==> src/rtl/fifo_arb_pkg.sv <==
// fifo_arb_pkg: shared types and defaults for the FIFO write arbiter
package fifo_arb_pkg;
  typedef enum logic {IDLE, GRANT} state_t;
  localparam int DEF_FIFO_WIDTH = 16;
  localparam int DEF_NUM_REQ = 4;
  localparam int DEF_MAX_BURST = 4;
  localparam int STAT_W = 16;
endpackage

==> src/rtl/fifo_wr_arbiter_rr_select.sv <==
// rr_select: rotating-priority picker, first set request at or above rr_ptr with wrap
module rr_select #(
  parameter int N = 4,
  parameter int PW = $clog2(N)
) (
  input  logic [N-1:0]  req,
  input  logic [PW-1:0] rr_ptr,
  output logic [PW-1:0] winner,
  output logic          any_req
);
  assign any_req = |req;
  // scan from farthest to nearest so the nearest set bit after rr_ptr wins
  always_comb begin
    winner = '0;
    for (int k = N - 1; k >= 0; k--)
      if (req[(int'(rr_ptr) + k) % N]) winner = PW'((int'(rr_ptr) + k) % N);
  end
endmodule

==> src/rtl/fifo_wr_arbiter.sv <==
// fifo_wr_arbiter: round-robin burst arbiter sharing one FIFO write port; FIFO_WR_ARBITER_STATS_EN adds beat/stall counters
module fifo_wr_arbiter
  import fifo_arb_pkg::*;
#(
  parameter int FIFO_WIDTH = DEF_FIFO_WIDTH,
  parameter int NUM_REQ = DEF_NUM_REQ,
  parameter int MAX_BURST = DEF_MAX_BURST,
  localparam int GW = $clog2(NUM_REQ),
  localparam int BW = $clog2(MAX_BURST) + 1
) (
  input  logic                          clk,
  input  logic                          rst,
  input  logic [NUM_REQ-1:0]            req_valid,
  input  logic [NUM_REQ*FIFO_WIDTH-1:0] req_data,
  output logic [NUM_REQ-1:0]            req_ready,
  input  logic                          fifo_full,
  input  logic                          fifo_almostfull,
  input  logic                          fifo_overflow,
  output logic                          fifo_wr_en,
  output logic [FIFO_WIDTH-1:0]         fifo_data_in,
  output logic [GW-1:0]                 grant_id,
  output logic                          busy,
`ifdef FIFO_WR_ARBITER_STATS_EN
  output logic [NUM_REQ*STAT_W-1:0]     stat_beats,
  output logic [STAT_W-1:0]             stat_stall,
`endif
  output logic                          err_overflow
);
  state_t state;
  logic [GW-1:0] rr_ptr, winner;
  logic [BW-1:0] burst_cnt;
  logic any_req, can_write, xfer, last;
  rr_select #(.N(NUM_REQ), .PW(GW)) u_sel (
    .req(req_valid),
    .rr_ptr(rr_ptr),
    .winner(winner),
    .any_req(any_req)
  );
  // a registered beat still in flight counts against the last free slot
  assign can_write = !fifo_full && !(fifo_wr_en && fifo_almostfull);
  assign req_ready = (state == GRANT && can_write) ? NUM_REQ'(1) << grant_id : '0;
  assign xfer = state == GRANT && can_write && req_valid[grant_id];
  assign last = xfer && burst_cnt == BW'(MAX_BURST - 1);
  assign busy = state == GRANT;
  // grant FSM plus registered FIFO write port
  always_ff @(posedge clk or posedge rst) begin
    if (rst) begin
      state <= IDLE;
      grant_id <= '0;
      rr_ptr <= '0;
      burst_cnt <= '0;
      fifo_wr_en <= 1'b0;
      fifo_data_in <= '0;
      err_overflow <= 1'b0;
    end else begin
      fifo_wr_en <= xfer;
      if (xfer) fifo_data_in <= req_data[grant_id*FIFO_WIDTH +: FIFO_WIDTH];
      err_overflow <= err_overflow | fifo_overflow;
      if (state == IDLE) begin
        if (any_req) begin
          grant_id <= winner;
          burst_cnt <= '0;
          state <= GRANT;
        end
      end else if (last || !req_valid[grant_id]) begin
        state <= IDLE;
        rr_ptr <= (grant_id == GW'(NUM_REQ - 1)) ? '0 : grant_id + 1'b1;
      end else if (xfer) begin
        burst_cnt <= burst_cnt + 1'b1;
      end
    end
  end
`ifdef FIFO_WR_ARBITER_STATS_EN
  // saturating per-producer beat counters and owner-stall counter
  always_ff @(posedge clk or posedge rst) begin
    if (rst) begin
      stat_beats <= '0;
      stat_stall <= '0;
    end else begin
      for (int i = 0; i < NUM_REQ; i++)
        if (xfer && grant_id == GW'(i) && stat_beats[i*STAT_W +: STAT_W] != '1)
          stat_beats[i*STAT_W +: STAT_W] <= stat_beats[i*STAT_W +: STAT_W] + 1'b1;
      if (state == GRANT && !can_write && req_valid[grant_id] && stat_stall != '1)
        stat_stall <= stat_stall + 1'b1;
    end
  end
`endif
endmodule
==> config.mk <==
export PLATFORM = sky130hd
export DESIGN_NAME = fifo_wr_arbiter
export DESIGN_NICKNAME = d
export VERILOG_FILES = /design/src/rtl/fifo_arb_pkg.sv /design/src/rtl/fifo_wr_arbiter_rr_select.sv /design/src/rtl/fifo_wr_arbiter.sv
export SDC_FILE = /design/constraint.sdc
export NUM_CORES = 1
export LEC_CHECK = 0
export CELL_PAD_IN_SITES_DETAIL_PLACEMENT = 1
export CELL_PAD_IN_SITES_GLOBAL_PLACEMENT = 2
export CORE_UTILIZATION = 26
export CTS_BUF_LIST = sky130_fd_sc_hd__clkbuf_4
export DETAILED_ROUTE_END_ITERATION = 7
export PLACE_DENSITY = 0.95
export SLEW_MARGIN = 20
export SYNTH_ARGS = -nofsm -noshare
export SYNTH_HDL_FRONTEND = slang
export SYNTH_SLANG_ARGS = --single-unit
==> constraint.sdc <==
create_clock -name clk -period 2.6 [get_ports clk]
set_clock_uncertainty 0.05 [all_clocks]
set_input_delay 0.52 -clock clk [delete_from_list [all_inputs] [get_ports clk]]
set_output_delay 0.52 -clock clk [all_outputs]
set_load 0.01 [all_outputs]
After elaboration in Yosys (flattened, before gate mapping)
Cells that the tools add are included.
Widths: inputs -> output; s select.
{"block": "word_totals", "out_inout_bits": 25, "reg_bits": 26}
{"block": "op_classes", "mux": 26, "bitwise": 5, "n_eq_ne": 4, "n_reduce_logical": 17, "n_shift": 2, "order_cmp": 5, "add_sub_neg": 5}
{"op": "$shiftx 64x7->16", "count": 1}
{"op": "$lt 3x4->1 const B", "count": 3}
{"op": "$mux 3", "count": 4}
{"op": "$mux 1", "count": 11}
{"op": "$bmux 1 s2", "count": 5}
{"op": "$mux 2", "count": 5}
{"op": "$lt 2x3->1 const B", "count": 2}
{"op": "$reduce_or 2->1", "count": 3}
{"op": "$logic_and 1x1->1", "count": 5}
{"op": "$add 2x1->2 const B", "count": 2}
{"op": "$add 2x2->2 const B", "count": 2}
{"op": "$mux 4", "count": 1}
{"op": "$reduce_and 2->1", "count": 2}
{"op": "$reduce_or 4->1", "count": 1}
{"op": "$shl 1x2->4 const A", "count": 1}
{"op": "$add 3x1->3 const B", "count": 1}
{"op": "$and 1x1->1 const A", "count": 3}
{"op": "$eq 3x2->1 const B", "count": 1}
{"op": "$logic_not 1->1", "count": 3}
{"op": "$reduce_and 3->1", "count": 1}
{"op": "$eq 2x2->1 const B", "count": 1}
{"op": "$ne 2x1->1 const B", "count": 1}
{"op": "$ne 2x2->1 const B", "count": 1}
{"op": "$reduce_bool 2->1", "count": 1}
{"op": "other kinds (3)", "count": 3}

Depth between registers and ports, before layout
{"block": "logic_depth", "ltp_word": 10, "ltp_mapped": 5}

Modules after synthesis
From an unflattened synthesis, not the netlist that was laid out.
{"block": "unflattened", "cells_unflattened": 118, "hier_area_um2": 1650.3}
{"mod": "fifo_wr_arbiter", "seq_area_each_um2": 650.6, "area_per_inst_um2": 1572.8, "cells_per_inst": 105, "instances": 1}
{"mod": "rr_select", "seq_area_each_um2": 0.0, "area_per_inst_um2": 77.6, "cells_per_inst": 13, "instances": 1}

Worst setup path before layout
Ideal clock, no wire load.
{"block": "synth_path", "path_type": "reg2out", "startpoint": "register grant_id[1]", "endpoint": "output port req_ready[1]", "path_stages_with_launch": 6, "t_arrival_ns": 1.467, "setup_slack_ns": 0.563, "required_time_ns": 2.030, "cell_sequence": "dfrtp_1 > buf_4 > buf_1 > inv_1 > ha_1 > and3_1"}
{"block": "synth_via", "elab_chain_len": 2}
{"element": "from (decl)", "line_no": "fifo_wr_arbiter.sv:21", "rtl": "output logic [GW-1:0] grant_id,"}
{"element": "from (signal assigned)", "line_no": "fifo_wr_arbiter.sv:61", "rtl": "grant_id <= winner;"}
{"element": "$shl 1x2->4", "line_no": "fifo_wr_arbiter.sv:41", "rtl": "assign req_ready = (state == GRANT && can_write) ? NUM_REQ'(1) << grant_id : '0;"}
{"element": "$mux 4", "line_no": "fifo_wr_arbiter.sv:41"}
{"element": "to (decl)", "line_no": "fifo_wr_arbiter.sv:15", "rtl": "output logic [NUM_REQ-1:0] req_ready,"}
No other way between the ends.

Final worst setup path
{"block": "layout_path", "startpoint": "input port fifo_full", "endpoint": "output port req_ready[0]"}
{"block": "layout_via", "elab_chain_len": 4}
{"element": "from (decl)", "line_no": "fifo_wr_arbiter.sv:16", "rtl": "input logic fifo_full,"}
{"element": "$logic_not 1->1", "line_no": "fifo_wr_arbiter.sv:40", "rtl": "assign can_write = !fifo_full && !(fifo_wr_en && fifo_almostfull);"}
{"element": "$logic_and 1x1->1", "line_no": "fifo_wr_arbiter.sv:40"}
{"element": "$logic_and 1x1->1", "line_no": "fifo_wr_arbiter.sv:41"}
{"element": "$mux 4", "line_no": "fifo_wr_arbiter.sv:41"}
No other way between the ends.

==> flow_summary.ini <==
[status]
outcome = finished, final reports clean

[routing]
num_vias = 1417
routed_wl_um = 5056
drtIter0Drc = 28
viasPerCell = 4.708
wire_per_inst_um = 16.80
drcViolationCount = 0
first_pass_iters = 4
final_antenna_net_count = 0

[clock_network]
cts_tree = built
cts.hold.buffers_added = 0
clock-sinks = 26
postCtsSetupBuffers = 0
cts_resized = 0
cts-buffers-inserted = 3
worstSkewPairLatency_ns = 0.32
cts_root_buf = clkbuf_4
cts_buffer_depth = 2
cts-htree-levels = 1
clk_pin_slew_ns = 0.14

[sta]
tightest_slew_ns = 0.4152
setup_viol = 0
hold_slack_ns = 0.4379
final.period_utilization = 0.9603
rsz0062_at_grt = no
period_minus_slack_ns = 2.497
finalSetupTns_ns = 0
hold_violations = 0
report.final.slew_viol_count = 0
fmax_ghz = 0.4005
relSlewSlack = 0.7160

[yosys]
syn-num-nets = 199
syn_area_per_cell_um2 = 14.11
synth.distinct_cells = 29
ys_warn_count = 0
ys.flop_type = dfrtp_1
ys_async_sr_fraction = 1.000
netlist_area_mm2 = 0.001693
synthTopCellsByArea = dfrtp_1, mux4_2, mux2_4
yosysMostFrequentCell = dfrtp_1
synth.largest_area_cell = dfrtp_1
synth_top_area_frac = 0.3843
seq_area_frac_synth = 0.3843
synth_edf_count = 0
synthTopCellsByCount = dfrtp_1, mux4_2, inv_1, mux2_2, mux2_4
synth_seq_cells = 26
netlist_instances = 120

[critical_path]
cp.required_ns = 2.03
cp.buffers_inverters = 2
crit_chain = clkdlybuf4s50_1 > and2b_4 > and3_1 > clkdlybuf4s50_1
crit_top_cell = clkdlybuf4s50_1
cp_slowest_cell = clkdlybuf4s50_1
slowest_delay_ns = 0.53
critPathTopFamily = buffers and inverters
critPathMaxFanout = 6
arrival_ns = 1.93
critPathLaunchType = input pin
end_kind = output pin
worstSetupPathType = input pin to output pin

[cells_and_area]
antenna_cells = 0
stdcell_count = 301
final_core_util = 0.4425
drive_gt1_frac = 0.2321
nets = 305
syn2layout_area_growth_pct = 65.04
finish.instance_area_mm2 = 0.002794

[place]
portBuffers = 97
place_inst = 298
postPlaceCellArea_mm2 = 0.002770
place_congestion = 0.7920
place_hpwl_um = 4112

[grt]
grt_antenna_before_repair = 0
grt_max_degree = 27
grt_first_pass_wirelength_um = 7831
grt_pass1_vias = 1580
grt_util_all_layers = 0.1558
grt_overflow = 0

[die]
pin_count = 98
die_w_um = 82.69
die_area_mm2 = 0.006838
die_height_um = 82.69
core_area_mm2 = 0.006314
num_rows = 29
initial_core_util = 0.2681

[power_and_ir_drop]
powerDensity_mw_per_mm2 = 889.8
ir_drop_mv = 0.4624
p_leak_nw = 1.157

[run]
maxCapViolations = 0

[hold_path]
hold_class = register to register
[layer usage]
| layer | global-route usage | part of all wire |
|---|---|---|
| met1 | 0.1801 | 0.39 |
| met3 | 0.02088 | 0.041 |
| met5 | 0 | 0 |
| met2 | 0.2992 | 0.57 |
| met4 | 0.03621 | 0.0038 |
[through the flow]
step                      power [mW]  setup slack, ns
after CTS                      2.520          0.09095
after detailed placement       2.341          0.09166
after global routing           2.683          0.02723
final                          2.486           0.1032
after floorplan                1.683           0.5635
after global placement         2.301           0.1357
[cell usage in the layout, fill, tap and decap left out, types with 2 or more instances in the layout]
master and instances:
clkdlybuf4s50_1 97, dfrtp_1 25, mux4_2 17, inv_1 9, mux2_2 9, mux2_4 9, buf_4 9, nand2_1 6
nor2_1 6, ha_1 6, mux2i_1 5, and3_1 4, a21oi_1 3, clkbuf_4 3, nor2b_1 2, o21ai_0 2
[cells by family (layout without fill, tap and decap cells)]
group,Yosys count,after routing,share of synthesized area
muxes,40,40,0.3954
DFF,26,26,0.3843
and+or+nand+nor,24,24,0.08057
buffers and inverters,14,118,0.05395
AOI/OAI and AO/OA,10,10,0.04139
adders and majority gates,6,6,0.04434
[power breakdown]
part	internal [mW]	switching, mW	total [mW]
combinational	0.975	0.603	1.58
clock	0.0543	0.122	0.177
sequential	0.593	0.138	0.731
[registers in the layout, indices dropped and copies added, names as in the netlist]
register      cells
grant_id          2
fifo_data_in     16
burst_cnt         3
rr_ptr            2
busy              1
err_overflow      1
fifo_wr_en        1
[worst paths after layout]
path | startpoint | to | slack, ns | cells after the start
max | fifo_full | req_ready[0] | 0.10 | 4
max in group asynchronous | rst | grant_id[0] | 1.73 | 3
min reg2reg | err_overflow | err_overflow | 0.44 | 1
min | err_overflow | err_overflow | 0.44 | 1
min in group asynchronous | rst | fifo_data_in[1] | 0.49 | 3
max reg2reg | grant_id[1] | fifo_data_in[13] | 0.49 | 4
[layout make-up]
type	instances	area (um^2)
clock buffer	3	22.52
fill	695	3520
inverter	9	33.78
multi-input combinational	80	950.9
sequential	26	651.9
tap	77	96.34
timing repair buffer	106	1039
(Power assumes the default switching activity.)
